File: config.mk
export PLATFORM = sky130hd
export DESIGN_NAME = keyboard_tx
export DESIGN_NICKNAME = d
export VERILOG_FILES = /design/src/rtl/keyboard_tx.sv
export SDC_FILE = /design/constraint.sdc
export NUM_CORES = 1
export LEC_CHECK = 0
export ABC_AREA = 0
export BUFFER_PORTS_ARGS = -buffer_cell sky130_fd_sc_hd__buf_2
export CAP_MARGIN = 30
export CORE_MARGIN = 2
export CORE_UTILIZATION = 55
export DETAILED_ROUTE_END_ITERATION = 8
export GPL_ROUTABILITY_DRIVEN = 0
export GPL_TIMING_DRIVEN = 1
export PLACE_DENSITY = 0.87
export SKIP_LAST_GASP = 1
export SLEW_MARGIN = 10
export SYNTH_ARGS = -nofsm -noshare
export SYNTH_HDL_FRONTEND = slang
export SYNTH_SLANG_ARGS = --single-unit
File: constraint.sdc
create_clock -name keyboard_clk -period 2.4 [get_ports keyboard_clk]
set_input_delay 0.36 -clock keyboard_clk [delete_from_list [all_inputs] [get_ports keyboard_clk]]
set_output_delay 0.36 -clock keyboard_clk [all_outputs]
set_load 0.02 [all_outputs]
File: src/rtl/keyboard_tx.sv
// keyboard_tx: PS/2 host-to-device command transmitter (inhibit, request-to-send, 11-bit frame,
// ACK sampling). Both open-drain pull-low enables are driven straight from flip-flops.
module keyboard_tx #(
    parameter int unsigned INHIBIT_CYCLES = 10000,
    parameter int unsigned TIMEOUT_CYCLES = 2000000
) (
    input  logic       keyboard_clk,
    input  logic       keyboard_rstn,
    input  logic [7:0] tx_data,
    input  logic       tx_valid,
    output logic       tx_ready,
    output logic       tx_done,
    output logic       tx_err,
    input  logic       kclk_in,
    input  logic       kdata_in,
    output logic       kclk_oe,
    output logic       kdata_oe
);

    localparam int unsigned InhW = (INHIBIT_CYCLES > 1) ? $clog2(INHIBIT_CYCLES) : 1;
    localparam int unsigned TimW = $clog2(TIMEOUT_CYCLES + 1);

    typedef enum logic [2:0] {
        StIdle,
        StInhibit,
        StRts,
        StSend,
        StAck,
        StWaitIdle,
        StDone
    } state_e;

    state_e            state_q, state_d;
    logic [7:0]        data_q, data_d;
    logic              parity_q, parity_d;
    logic [3:0]        bit_cnt_q, bit_cnt_d;
    logic [InhW-1:0]   inh_cnt_q, inh_cnt_d;
    logic [TimW-1:0]   to_cnt_q, to_cnt_d;
    logic              err_q, err_d;

    logic              kclk_oe_q, kclk_oe_d;
    logic              kdata_oe_q, kdata_oe_d;
    logic              tx_ready_q, tx_ready_d;
    logic              tx_done_q, tx_done_d;
    logic              tx_err_q, tx_err_d;

    logic              kclk_meta_q, kclk_sync_q, kclk_prev_q;
    logic              kdata_meta_q, kdata_sync_q;

    logic              fe;
    logic              timeout;
    logic [15:0]       frame;

    assign fe      = kclk_prev_q & ~kclk_sync_q;
    assign timeout = (to_cnt_q == TimW'(TIMEOUT_CYCLES));
    // Index n holds the bit driven after fe number n; index 0 is the start bit.
    assign frame   = {5'h1f, 1'b1, parity_q, data_q, 1'b0};

    always_ff @(posedge keyboard_clk or negedge keyboard_rstn) begin
        if (!keyboard_rstn) begin
            kclk_meta_q  <= 1'b1;
            kclk_sync_q  <= 1'b1;
            kclk_prev_q  <= 1'b1;
            kdata_meta_q <= 1'b1;
            kdata_sync_q <= 1'b1;
        end else begin
            kclk_meta_q  <= kclk_in;
            kclk_sync_q  <= kclk_meta_q;
            kclk_prev_q  <= kclk_sync_q;
            kdata_meta_q <= kdata_in;
            kdata_sync_q <= kdata_meta_q;
        end
    end

    always_comb begin
        state_d   = state_q;
        data_d    = data_q;
        parity_d  = parity_q;
        bit_cnt_d = bit_cnt_q;
        inh_cnt_d = inh_cnt_q;
        to_cnt_d  = to_cnt_q;
        err_d     = err_q;

        unique case (state_q)
            StIdle: begin
                if (tx_valid && tx_ready_q) begin
                    data_d    = tx_data;
                    parity_d  = ~^tx_data;
                    inh_cnt_d = '0;
                    bit_cnt_d = '0;
                    err_d     = 1'b0;
                    state_d   = StInhibit;
                end
            end
            StInhibit: begin
                if (inh_cnt_q == InhW'(INHIBIT_CYCLES - 1)) begin
                    state_d = StRts;
                end else begin
                    inh_cnt_d = inh_cnt_q + 1'b1;
                end
            end
            StRts: begin
                to_cnt_d  = '0;
                bit_cnt_d = '0;
                state_d   = StSend;
            end
            StSend: begin
                if (fe) begin
                    to_cnt_d  = '0;
                    bit_cnt_d = bit_cnt_q + 1'b1;
                    if (bit_cnt_q == 4'd9) begin
                        state_d = StAck;
                    end
                end else if (timeout) begin
                    err_d   = 1'b1;
                    state_d = StDone;
                end else begin
                    to_cnt_d = to_cnt_q + 1'b1;
                end
            end
            StAck: begin
                if (fe) begin
                    to_cnt_d = '0;
                    err_d    = kdata_sync_q;
                    state_d  = StWaitIdle;
                end else if (timeout) begin
                    err_d   = 1'b1;
                    state_d = StDone;
                end else begin
                    to_cnt_d = to_cnt_q + 1'b1;
                end
            end
            StWaitIdle: begin
                if (kclk_sync_q && kdata_sync_q) begin
                    state_d = StDone;
                end else if (fe) begin
                    to_cnt_d = '0;
                end else if (timeout) begin
                    err_d   = 1'b1;
                    state_d = StDone;
                end else begin
                    to_cnt_d = to_cnt_q + 1'b1;
                end
            end
            StDone: begin
                state_d = StIdle;
            end
            default: begin
                state_d = StIdle;
            end
        endcase
    end

    // Outputs are decoded from the next state so every pin comes directly off a flop.
    always_comb begin
        kclk_oe_d  = 1'b0;
        kdata_oe_d = 1'b0;
        tx_ready_d = 1'b0;
        tx_done_d  = 1'b0;
        tx_err_d   = 1'b0;
        case (state_d)
            StIdle: begin
                tx_ready_d = 1'b1;
            end
            StInhibit: begin
                kclk_oe_d = 1'b1;
            end
            StRts: begin
                kclk_oe_d  = 1'b1;
                kdata_oe_d = 1'b1;
            end
            StSend: begin
                kdata_oe_d = ~frame[bit_cnt_d];
            end
            StDone: begin
                tx_done_d = 1'b1;
                tx_err_d  = err_d;
            end
            default: begin
                kclk_oe_d = 1'b0;
            end
        endcase
    end

    always_ff @(posedge keyboard_clk or negedge keyboard_rstn) begin
        if (!keyboard_rstn) begin
            state_q    <= StIdle;
            data_q     <= '0;
            parity_q   <= 1'b0;
            bit_cnt_q  <= '0;
            inh_cnt_q  <= '0;
            to_cnt_q   <= '0;
            err_q      <= 1'b0;
            kclk_oe_q  <= 1'b0;
            kdata_oe_q <= 1'b0;
            tx_ready_q <= 1'b0;
            tx_done_q  <= 1'b0;
            tx_err_q   <= 1'b0;
        end else begin
            state_q    <= state_d;
            data_q     <= data_d;
            parity_q   <= parity_d;
            bit_cnt_q  <= bit_cnt_d;
            inh_cnt_q  <= inh_cnt_d;
            to_cnt_q   <= to_cnt_d;
            err_q      <= err_d;
            kclk_oe_q  <= kclk_oe_d;
            kdata_oe_q <= kdata_oe_d;
            tx_ready_q <= tx_ready_d;
            tx_done_q  <= tx_done_d;
            tx_err_q   <= tx_err_d;
        end
    end

    assign kclk_oe  = kclk_oe_q;
    assign kdata_oe = kdata_oe_q;
    assign tx_ready = tx_ready_q;
    assign tx_done  = tx_done_q;
    assign tx_err   = tx_err_q;

endmodule

# Word-level counts from Yosys, hierarchy flattened
# Cells that the tools add are included.
# W data, S select, Z words.
[totals]
ff_bits = 62
input_bits = 13
wordCells = 83
[op_classes]
add_sub_neg = 3
order_cmp = 1
n_eq_ne = 15
mux = 32
bitwise = 3
n_reduce_logical = 12
[op_table]
columns = ["operator", "n"]
rows = [
  ["$mux W21", 3],
  ["$pmux W21 S3", 1],
  ["$mux W14", 2],
  ["$pmux W14 S2", 1],
  ["$mux W3", 8],
  ["$add A21 B1 Y21 const B", 1],
  ["$eq A21 B21 Y1 const B", 1],
  ["$pmux W3 S6", 1],
  ["$add A14 B1 Y14 const B", 1],
  ["$eq A14 B14 Y1 const B", 1],
  ["$eq A3 B2 Y1 const B", 4],
  ["$pmux W4 S3", 1],
  ["$mux W1", 10],
  ["$eq A3 B3 Y1 const B", 3],
  ["$mux W4", 2],
  ["$reduce_xnor A8 Y1", 1],
  ["$eq A3 B1 Y1 const B", 2],
  ["$logic_not A3 Y1", 2],
  ["$ne A2 B2 Y1 const B", 3],
  ["$lt A4 B5 Y1 const B", 1],
  ["$add A4 B1 Y4 const B", 1],
  ["$bmux W1 S4", 1],
  ["$eq A4 B4 Y1 const B", 1],
  ["$pmux W1 S4", 1],
  ["9 further kinds", 13],
]

# Longest topological paths before layout
# Gate-level depths: netlist of the first run.
[depth]
word_depth = 8
mapped_depth = 10
ltp_nobuf = 9

# Worst setup path after synthesis of the first run
# OpenSTA, ideal clock, no wires.
[synth_path]
path_kind = "register -> register"
from = "reg inh_cnt_q[6]"
to = "reg kdata_oe_q (netlist: kdata_oe)"
setup_ps = 67
t_arrival_ps = 2507
required_ps = 2333
path_slack_ps = -174
path_stages_with_launch = 8
path_buffers = 0
path_cell_list = "dfrtp_1 or4b_4 or4_4 a31o_4 a311o_1 a211o_4 o31ai_2 o2111a_1"
[synth_between]
elab_chain_cells = 5
elab_cells_between_ends = 6
classes_between = "eq/ne: 3; mux: 3"
[synth_rtl]
columns = ["element", "line_no", "text"]
rows = [
  ["from (decl)", "37", "logic [InhW-1:0] inh_cnt_q, inh_cnt_d;"],
  ["from (signal assigned)", "204", "inh_cnt_q <= inh_cnt_d;"],
  ["$eq A14 B14 Y1 (*)", "96", "if (inh_cnt_q == InhW'(INHIBIT_CYCLES - 1)) begin"],
  ["$mux W3 (*)", "96", ""],
  ["$pmux W3 S6 (*)", "84", "unique case (state_q)"],
  ["net state_d[0]", "33", "state_e state_q, state_d;"],
  ["$eq A3 B2 Y1", "161", "case (state_d)"],
  ["$pmux W1 S2 (*)", "161", ""],
  ["net kdata_oe_d", "42", "logic kdata_oe_q, kdata_oe_d;"],
  ["to (signal assigned)", "208", "kdata_oe_q <= kdata_oe_d;"],
  ["to (decl)", "42", ""],
]
# Mark *: on every way through the listed nets, which the timed path passes. The rest lies on a longest branch.
# A chain may end at the register's enable or synchronous reset.

# Final worst setup path of the first run
[layout_path]
from = "reg inh_cnt_q[12]"
to = "reg kdata_oe_q (netlist: kdata_oe)"
# Same word-level chain as after synthesis.

==> impl_results.rst, run 1 <==
.. list-table::
   :header-rows: 1

   * - Metric
     - Value
   * - Result of the run
     - finished, violations left
   * - Violated checks
     - negative setup slack
   * - Minimum clock period after layout
     - 2660 ps
   * - Hold Vio Cnt, Final
     - 0
   * - Clk root buf
     - sky130_fd_sc_hd__clkbuf_8
   * - Clock sink count
     - 62
   * - DRC violation total after the first TritonRoute iteration
     - 225
   * - GR Util All Layers
     - 24.0%
   * - Number of cell rows
     - 27
   * - Netlist Area Pre-Place
     - between 0.003 and 0.004 sq mm
   * - Data required time at the worst endpoint
     - 2670 ps
   * - Share of layout cells above drive strength 1
     - between 20% and 30%
   * - Clk buf depth
     - 2
   * - Endpoint class of the critical path
     - flop
   * - Per-cell via count in the routed design
     - around 6.0
   * - Most numerous cell in the Yosys netlist
     - sky130_fd_sc_hd__dfrtp_1
   * - Post-synthesis sequential area ratio
     - 49.2%
   * - Library cells used by synthesis
     - 46
   * - Total power draw
     - 2.90 mW
   * - CTS tree
     - built
   * - Number of global-route vias before repair
     - 2,493
   * - Die height
     - ~80 um
   * - Pin count of the biggest net entering global routing
     - 35
   * - Relative area change from synthesis to final layout
     - 21.7%
   * - CP Launch Type
     - flop
   * - Synth Warn #
     - 0
   * - I/O Pins
     - 18
   * - Non-filler cells in the finished layout
     - 444
   * - Total leakage power
     - roughly 1.8 nW
   * - Top cells by instance count after synthesis
     - 57 x sky130_fd_sc_hd__dfrtp_1, 34 x sky130_fd_sc_hd__nor2_1, 26 x sky130_fd_sc_hd__nand2_1
   * - Initial Util
     - 57.1%
   * - TritonCTS Buffers
     - 9
   * - Post-Synthesis Cells
     - 317
   * - Clock Pin Slew Worst Setup and Hold Paths
     - 80 ps
   * - Multi-input logic area
     - 0.00163 sq mm
   * - Routed wire per std cell
     - 17.0 um
   * - Remaining Overflow, GRT
     - 0
   * - Die area
     - 0.00638 sq mm
   * - # H-tree levels
     - 3
   * - Count of fill cells added during filler insertion
     - 389
   * - Post-Route Skew
     - 13.9 ps
   * - Antenna violations before repair
     - 0
   * - Biggest area contributors in the synthesized netlist
     - sky130_fd_sc_hd__dfrtp_1 45%, sky130_fd_sc_hd__xor2_1 5.3%, sky130_fd_sc_hd__dfstp_2 4.2%, sky130_fd_sc_hd__nor2_1 4.0%, sky130_fd_sc_hd__xnor2_1 3.6%
   * - Cell taking the most area after synthesis
     - sky130_fd_sc_hd__dfrtp_1
   * - Core area
     - 0.00554 sq mm
   * - Worst-Margin Slew
     - around 700 ps
   * - Insertion delay to the later sink of the worst-skew pair
     - 350 ps
   * - Total Routed Length
     - 7560 um
   * - Highest fanout seen on the critical path
     - 5
   * - Vias
     - between 2,000 and 3,000
   * - DP Wirelength
     - 4770 um
   * - Setup violations, final
     - 12
   * - Number of search-and-repair iterations in the first detailed-routing pass
     - 5
   * - Average size of a mapped cell
     - around 10 sq um
   * - EDFF count, synth
     - 0
   * - Wire length of the first global-routing pass
     - 11,700 um
   * - Power per standard cell area
     - 754 mW/mm^2
   * - Syn Nets
     - 335
   * - Chip Width
     - 79.9 um
   * - ANT nets after route
     - 0
   * - Top FF cell, synth
     - sky130_fd_sc_hd__dfrtp_1
   * - Cell Count Post-Placement
     - 418
   * - Number of max-slew violations in the final report
     - 0
   * - Hold WC Path Type
     - in2async
   * - Count of buffers from port buffering
     - 17
   * - Proportion of register bits with asynchronous set or reset after synthesis
     - 100%
   * - Nets
     - 385
   * - Post-CTS Hold Buffers
     - 0
   * - Worst IR Drop VDD
     - 573 uV
   * - Antenna diode count
     - 0
   * - Remaining DRCs
     - 0
   * - # Max-Cap Violations
     - 0
   * - Setup repair after global routing missed its margin
     - true
   * - Worst relative slew slack
     - 54.2%
   * - Worst-case setup margin in the final layout
     - -263 ps
   * - Fraction of post-synthesis cell area in the top cell type by area
     - a little under half
   * - Period Utilization, post-route
     - 111%
   * - Critical Path AT
     - 2930 ps
   * - Number of register bits inferred by synthesis
     - 62
   * - WS Path Type
     - reg2reg
   * - Peak clock frequency supported by timing
     - about 380 MHz
   * - Register area
     - 0.00156 sq mm
==> routing by layer <==
| metal | global-route usage, % | part of all wire [%] | vias up |
|---|---|---|---|
| met1 | 31.4 | 42 | 1323 |
| met2 | 38.9 | 49 | 115 |
| met4 | 11.9 | 2.9 | 0 |
| met5 | 0 | 0 | - |
| li1 | - | - | 1223 |
| met3 | 4.19 | 6.0 | 22 |
==> stage by stage <==
stage | TNS [ps] | setup WS, ps | hold WS (ps) | util [%] | cell area (sq um)
floorplan | -306 | -127 | 64.4 | - | 3170
detailed placement | -766 | -217 | 351 | 62.8 | 3480
finish | -1860 | -263 | 48.3 | 69.5 | 3850
global placement | -432 | -165 | 346 | 62.6 | 3470
global route | -2530 | -287 | 102 | 69.5 | 3850
CTS | -545 | -199 | 69.6 | 67.1 | 3710
==> registers in the layout, summed over array words and instances (netlist names), 3 cells and up <==
register	cells
data_q	8
bit_cnt_q	4
state_q	3
inh_cnt_q	14
to_cnt_q	21
==> where the power goes <==
part,internal [mW],switching (mW)
Sequential,1.21,0.130
Clock,0.531,0.412
Combinational,0.307,0.307
Total,2.05,0.850
==> area by class of cell <==
class | count | share of cell area (%)
Timing Repair Buffer | 47 | 8.77
Clock buffer | 12 | 4.03
Multi-Input combinational cell | 237 | 42.3
Sequential cell | 62 | 40.4
Inverter | 10 | 0.975
Clock inverter | 4 | 1.17
Tap cell | 72 | 2.34
==> final timing paths <==
kind / start / end / slack [ps] / cells past startpoint
max in group asynchronous: keyboard_rstn / kclk_meta_q / 1650 / 2
worst max-delay path: inh_cnt_q[12] / kdata_oe / -260 / 7
worst min-delay path: keyboard_rstn / inh_cnt_q[2] / 50 / 1
worst min register to register: kclk_meta_q / kclk_sync_q / 360 / 0
worst max register to register: inh_cnt_q[12] / kdata_oe / -260 / 7
min in group keyboard_clk: kdata_in / kdata_meta_q / 120 / 1
==> what timing repair did <==
item	in CTS	in global routing
setup endpoints to repair	9	12
pin swaps	1	15
gates resized for setup	3	22
buffers inserted	3	7
==> placed cells by master (no fill, tap or decap), types with 2 or more instances in the layout <==
master,n
sky130_fd_sc_hd__clkbuf_8,11
sky130_fd_sc_hd__clkinv_2,3
sky130_fd_sc_hd__inv_1,10
sky130_fd_sc_hd__nand4_1,11
sky130_fd_sc_hd__and2_1,3
sky130_fd_sc_hd__buf_4,25
sky130_fd_sc_hd__dfrtp_1,57
sky130_fd_sc_hd__o21ai_0,14
sky130_fd_sc_hd__and3_1,8
sky130_fd_sc_hd__nand3_1,13
sky130_fd_sc_hd__nor4b_1,2
sky130_fd_sc_hd__a311o_1,2
sky130_fd_sc_hd__xnor2_2,2
sky130_fd_sc_hd__mux2_2,10
sky130_fd_sc_hd__o21ai_1,2
sky130_fd_sc_hd__or3_1,4
sky130_fd_sc_hd__nand2b_1,4
sky130_fd_sc_hd__and4_1,4
sky130_fd_sc_hd__nor2b_1,3
sky130_fd_sc_hd__a21oi_1,12
sky130_fd_sc_hd__nor4_1,2
sky130_fd_sc_hd__nand2_1,26
sky130_fd_sc_hd__o22ai_1,2
sky130_fd_sc_hd__nor3_1,6
sky130_fd_sc_hd__xor2_1,19
sky130_fd_sc_hd__o21ai_2,2
sky130_fd_sc_hd__nor3_2,2
sky130_fd_sc_hd__or3_4,2
sky130_fd_sc_hd__mux2i_1,5
sky130_fd_sc_hd__o21a_1,3
sky130_fd_sc_hd__a21o_1,2
sky130_fd_sc_hd__or4b_4,2
sky130_fd_sc_hd__ha_1,5
sky130_fd_sc_hd__dfstp_2,5
sky130_fd_sc_hd__nor2_1,33
sky130_fd_sc_hd__xnor2_1,11
sky130_fd_sc_hd__buf_6,4
sky130_fd_sc_hd__buf_2,17
sky130_fd_sc_hd__a21oi_2,3
==> critical path, stage by stage (launching register included) <==
cell and delay (ps):
sky130_fd_sc_hd__dfrtp_1 390, sky130_fd_sc_hd__or4b_4 550, sky130_fd_sc_hd__or4_4 530, sky130_fd_sc_hd__a31o_4 240
sky130_fd_sc_hd__a311o_1 290, sky130_fd_sc_hd__a211o_4 310, sky130_fd_sc_hd__nand4_1 90, sky130_fd_sc_hd__o2111a_1 190
==> logic make-up after synthesis <==
| group | count (synthesis) | share of synthesized area (%) |
|---|---|---|
| compound gates | 51 | 10.5 |
| xor+xnor | 32 | 8.85 |
| fa+ha+maj | 5 | 1.98 |
| buf+inv | 18 | 2.17 |
| flops | 62 | 49.2 |
| mux | 15 | 5.14 |
| simple gates | 134 | 22.1 |
(Power assumes the default switching activity.)
==> inputs of run 2 (changes only) <==
- CORE_MARGIN: 2 -> 3
- PLACE_DENSITY: 0.87 -> 0.76
==> impl_results.rst, run 2 (synthesis results as in run 1) <==
.. list-table::
   :header-rows: 1

   * - Metric
     - Value
   * - Result of the run
     - finished, violations left
   * - Violated checks
     - negative setup slack
   * - Met1 Wirelength
     - around 3100 um
   * - Leading cell types in the layout, fill and taps excluded
     - 57 x sky130_fd_sc_hd__dfrtp_1, 34 x sky130_fd_sc_hd__nor2_1, 26 x sky130_fd_sc_hd__nand2_1, 22 x sky130_fd_sc_hd__buf_4, 19 x sky130_fd_sc_hd__xor2_1
   * - Hold Vio Cnt, Final
     - 0
   * - CTS tree
     - built
   * - Post-Route Skew
     - 9.25 ps
   * - Routed wire per std cell
     - 15.2 um
   * - Share of layout cells above drive strength 1
     - 21.9%
   * - Die area
     - 0.00670 sq mm
   * - Biggest registers after layout
     - to_cnt_q: 21 flops, inh_cnt_q: 14 flops, data_q: 8 flops
   * - Remaining DRCs
     - 0
   * - Die height
     - 81.9 um
   * - Number of global-route vias before repair
     - 2,513
   * - Clk root buf
     - sky130_fd_sc_hd__clkbuf_8
   * - Highest fanout seen on the critical path
     - 5
   * - Max FFs per register
     - 21
   * - WS Path Type
     - reg2reg
   * - Critical Path, Cell by Cell
     - or4b_4 > or4_4 > a31o_4 > a311o_1 > a211o_4 > nand4_1 > o2111a_1
   * - Pin count of the biggest net entering global routing
     - 31
   * - Wire length of the first global-routing pass
     - between 10,000 and 15,000 um
   * - Initial Util
     - between 50% and 60%
   * - DP Wirelength
     - 4650 um
   * - Wire length on met2
     - 3180 um
   * - Core area
     - 0.00534 sq mm
   * - Number of max-slew violations in the final report
     - 0
   * - Clock sink count
     - 62
   * - Minimum clock period after layout
     - 2590 ps
   * - Worst-Margin Slew
     - 683 ps
   * - Setup repair after global routing missed its margin
     - true
   * - Worst relative slew slack
     - between 50% and 60%
   * - Worst-case setup margin in the final layout
     - -192 ps
   * - Total Routed Length
     - 6620 um
   * - Antenna violations before repair
     - 0
   * - Slowest CP cell
     - sky130_fd_sc_hd__or4b_4
   * - Peak clock frequency supported by timing
     - a little under 400 MHz
   * - Relative area change from synthesis to final layout
     - 17.5%
   * - GR Util All Layers
     - 22.7%
   * - Per-cell via count in the routed design
     - approximately 5.7
   * - Insertion delay to the later sink of the worst-skew pair
     - 340 ps
   * - Number of search-and-repair iterations in the first detailed-routing pass
     - 4
   * - # H-tree levels
     - 3
   * - Chip Width
     - roughly 80 um
   * - WL met3
     - 248 um
   * - Nets
     - 379
   * - Total leakage power
     - 1.70 nW
   * - Vias
     - ~2,500
   * - I/O Pins
     - 18
   * - Power per standard cell area
     - 739 mW/mm^2
   * - Worst IR Drop VDD
     - around 670 uV
   * - Setup violations, final
     - 7
   * - Register containing the most flip-flops in the final layout
     - to_cnt_q
   * - DR top layer
     - met4
   * - Delay of the slowest cell on the worst path
     - 540 ps
   * - # Max-Cap Violations
     - 0
   * - ANT nets after route
     - 0
   * - Final sum of negative setup slack
     - -802 ps
   * - DRC violation total after the first TritonRoute iteration
     - 189
   * - Number of cell rows
     - 26
   * - Cell area after layout
     - 0.00372 sq mm
   * - TritonCTS Buffers
     - 9
   * - Count of buffers from port buffering
     - 17
   * - Hold WC Path Type
     - in2reg
   * - Endpoint class of the critical path
     - flop
   * - Antenna diode count
     - 0
   * - CP Launch Type
     - flop
   * - Data required time at the worst endpoint
     - 2670 ps
   * - Critical Path AT
     - roughly 2900 ps
   * - Area post-placement
     - 0.00347 sq mm
   * - Clock Pin Slew Worst Setup and Hold Paths
     - 60 ps
   * - Remaining Overflow, GRT
     - 0
   * - Clk buf depth
     - 2
   * - Most frequent standard cell in the layout excluding fill and tap cells
     - sky130_fd_sc_hd__dfrtp_1
   * - Period Utilization, post-route
     - 108%
run 2: through the flow:
stage	hold slack, ps	cells	setup WS [ps]	utilization (%)	power (mW)
finish	123	436	-192	69.7	2.75
global route	101	436	-244	69.7	2.93
CTS	104	434	-175	69.2	2.75
detailed placement	308	416	-198	65.1	1.89
global placement	314	416	-157	65.1	1.85
floorplan	64.4	317	-127	-	1.69
run 2: where the power goes:
| part | total (mW) | internal, mW | switching [mW] |
|---|---|---|---|
| Combinational | 0.577 | 0.296 | 0.282 |
| Sequential | 1.33 | 1.21 | 0.118 |
| Clock | 0.839 | 0.459 | 0.380 |
run 2: cell type report:
class,count,area (sq um)
fill,434,1620
inverter,10,37.5
sequential,62,1560
timing repair buffer,41,280
clock buffer,15,176
clock inverter,1,5.00
multi-input combinational,237,1570
tap,70,87.6
run 2: path summary, 6_finish.rpt:
path                               startpoint           end  slack [ps]  cells past startpoint
worst max-delay path             inh_cnt_q[5]      kdata_oe        -190                      7
worst min-delay path                  kclk_in   kclk_meta_q         120                      1
worst max register to register   inh_cnt_q[5]      kdata_oe        -190                      7
worst min register to register   kdata_meta_q  kdata_sync_q         360                      0
max in group asynchronous       keyboard_rstn   kclk_meta_q        1280                      3
min in group asynchronous       keyboard_rstn         err_q         490                      2
run 2: critical path, delay by kind of cell, from the launching register on:
kind            cells  cell delay [ps]
compound gates      4             1010
simple gates        3             1150
flops               1              370
run 2: what timing repair did:
action / CTS / global route
setup buffers: 1 / 2
hold buffers: 1 / 0
gates resized for setup: 5 / 3
endpoints found under the setup margin: 10 / 9
hold endpoints to repair: 14 / 0
pin swaps: 0 / 1
run 2: routing by layer:
metal / GRT usage, % / up-vias
li1: - / 1215
met1: 29.0 / 1217
met2: 35.7 / 52
met3: 5.48 / 11
met4: 12.1 / 0
met5: 0 / -
==> inputs of run 3 (changes only) <==
- CTS_BUF_LIST: not set -> sky130_fd_sc_hd__clkbuf_16
==> impl_results.rst, run 3 (synthesis results as in run 1) <==
.. list-table::
   :header-rows: 1

   * - Metric
     - Value
   * - Result of the run
     - finished, violations left
   * - Violated checks
     - negative setup slack
   * - Vias
     - about 2,500
   * - # H-tree levels
     - 3
   * - Power per standard cell area
     - about 790 mW/mm^2
   * - Most frequent standard cell in the layout excluding fill and tap cells
     - sky130_fd_sc_hd__dfrtp_1
   * - Worst-Margin Slew
     - about 580 ps
   * - RR Startpoint
     - inh_cnt_q[5]
   * - Wire length of the first global-routing pass
     - about 11,000 um
   * - Core area
     - around 0.0053 sq mm
   * - Worst IR Drop VDD
     - ~660 uV
   * - Critical Path AT
     - 2840 ps
   * - Delay of the slowest cell on the worst path
     - 540 ps
   * - Setup violations, final
     - 6
   * - WS Path Type
     - reg2reg
   * - Total Routed Length
     - 6610 um
   * - Pin count of the biggest net entering global routing
     - 31
   * - Die area
     - 0.00670 sq mm
   * - Clock Pin Slew Worst Setup and Hold Paths
     - 50 ps
   * - Worst-case setup margin in the final layout
     - -172 ps
   * - # Max-Cap Violations
     - 0
   * - Max FFs per register
     - 21
   * - Multi-input logic area
     - 0.00157 sq mm
   * - Highest fanout seen on the critical path
     - 5
   * - Remaining DRCs
     - 0
   * - Leading cell types in the layout, fill and taps excluded
     - 57 x sky130_fd_sc_hd__dfrtp_1, 34 x sky130_fd_sc_hd__nor2_1, 26 x sky130_fd_sc_hd__nand2_1, 21 x sky130_fd_sc_hd__buf_4, 19 x sky130_fd_sc_hd__xor2_1
   * - ANT nets after route
     - 0
   * - DRC violation total after the first TritonRoute iteration
     - 177
   * - Routed wire per std cell
     - 15.2 um
   * - Clk buf depth
     - 2
   * - Insertion delay to the later sink of the worst-skew pair
     - 330 ps
   * - Remaining Overflow, GRT
     - 0
   * - Count of buffers from port buffering
     - 17
   * - Count of fill cells added during filler insertion
     - 415
   * - Final core utilization
     - 70.8%
   * - Biggest registers after layout
     - to_cnt_q: 21 flops, inh_cnt_q: 14 flops, data_q: 8 flops
   * - Critical Path, Cell by Cell
     - or4b_4 > or4_4 > a31o_4 > a311o_1 > a211o_4 > nand4_1 > o2111a_1
   * - Hold WC Path Type
     - in2reg
   * - Initial Util
     - between 50% and 60%
   * - GR Util All Layers
     - between 20% and 30%
   * - I/O Pins
     - 18
   * - Setup repair after global routing missed its margin
     - true
   * - Number of global-route vias before repair
     - between 2,000 and 3,000
   * - Per-cell via count in the routed design
     - 5.75
   * - Die height
     - 81.9 um
   * - Number of cell rows
     - 26
   * - Peak clock frequency supported by timing
     - around 400 MHz
   * - Period Utilization, post-route
     - 107%
   * - Total leakage power
     - 1.73 nW
   * - Worst relative slew slack
     - 61.1%
   * - Hold Vio Cnt, Final
     - 0
   * - Endpoint class of the critical path
     - flop
   * - Depth of the worst register-to-register path
     - 7
   * - Clk root buf
     - sky130_fd_sc_hd__clkbuf_16
   * - Minimum clock period after layout
     - 2570 ps
   * - Slowest CP cell
     - sky130_fd_sc_hd__or4b_4
   * - CP Launch Type
     - flop
   * - Share of layout cells above drive strength 1
     - 20.5%
   * - TritonCTS Buffers
     - 9
   * - Number of search-and-repair iterations in the first detailed-routing pass
     - 4
   * - Nets
     - 378
   * - DP Wirelength
     - 4650 um
   * - HP Start
     - kclk_in
   * - Antenna violations before repair
     - 0
   * - Post-Route Skew
     - between 8 and 9 ps
   * - Data required time at the worst endpoint
     - 2660 ps
   * - Number of cells on the worst hold path
     - 1
   * - Worst R2R Setup Slack
     - -170 ps
   * - CTS tree
     - built
   * - Antenna diode count
     - 0
   * - Register containing the most flip-flops in the final layout
     - to_cnt_q
   * - End of the worst register-to-register path
     - kdata_oe
   * - Chip Width
     - 81.9 um
   * - Final sum of negative setup slack
     - -626 ps
   * - WHS Endpoint
     - kclk_meta_q
   * - Relative area change from synthesis to final layout
     - 19.3%
   * - Number of max-slew violations in the final report
     - 0
   * - Clock sink count
     - 62
   * - Register area
     - about 0.0016 sq mm
run 3: cell types whose count changed in the layout (fill, tap and decap cells not counted), sizes merged:
cell    delta
clkinv     +3
buf        -1
clkbuf     -6
inv        +3
run 3: per-stage QoR:
step,total power [mW],instance area [sq um],cells,hold WS [ps],worst slack (ps)
final,3.00,3780,435,135,-172
after global routing,3.17,3780,435,125,-224
after CTS,3.00,3760,434,125,-165
after detailed placement,1.89,3470,416,308,-198
after global placement,1.85,3470,416,314,-157
after floorplan,1.69,3170,317,64.4,-127
run 3: per-layer routing:
| metal | track usage (%) | vias to the layer above | part of all wire, % |
|---|---|---|---|
| li1 | - | 1213 | - |
| met1 | 29.0 | 1223 | 46 |
| met2 | 35.9 | 53 | 47 |
| met3 | 6.03 | 14 | 4.0 |
| met4 | 12.8 | 0 | 2.4 |
| met5 | 0 | - | 0 |
run 3: worst max-delay path by stage:
| stage | start | endpoint | depth (start not counted) |
|---|---|---|---|
| after CTS | inh_cnt_q[5] | kdata_oe | 7 |
| after detailed placement | inh_cnt_q[4] | kdata_oe | 7 |
| final | inh_cnt_q[5] | kdata_oe | 7 |
| after global placement | inh_cnt_q[4] | kclk_oe | 7 |
| after floorplan | inh_cnt_q[4] | kdata_oe | 7 |
| after global routing | inh_cnt_q[5] | kclk_oe | 7 |
run 3: layout make-up:
cell class | count | share of cell area, %
Multi-Input combinational cell | 237 | 41.5
Sequential cell | 62 | 41.2
Tap cell | 70 | 2.32
Inverter | 10 | 0.994
Clock buffer | 9 | 5.96
Clock inverter | 7 | 0.729
Timing Repair Buffer | 40 | 7.22
run 3: report_power, final:
part / switching [mW] / internal (mW)
registers: 0.118 / 1.22
clock network: 0.424 / 0.672
logic: 0.279 / 0.292
run 3: what timing repair did:
item	4_1_cts	5_1_grt
cloned	0	0
hold endpoints to repair	14	0
buffers inserted	1	1
hold buffers	1	0
gates resized for setup	4	3
endpoints found under the setup margin	10	9
run 3: worst max-delay path, delay by kind of cell (launching register included):
family          cells  cell delay [ps]
simple gates        3             1150
compound gates      4              990
flops               1              370
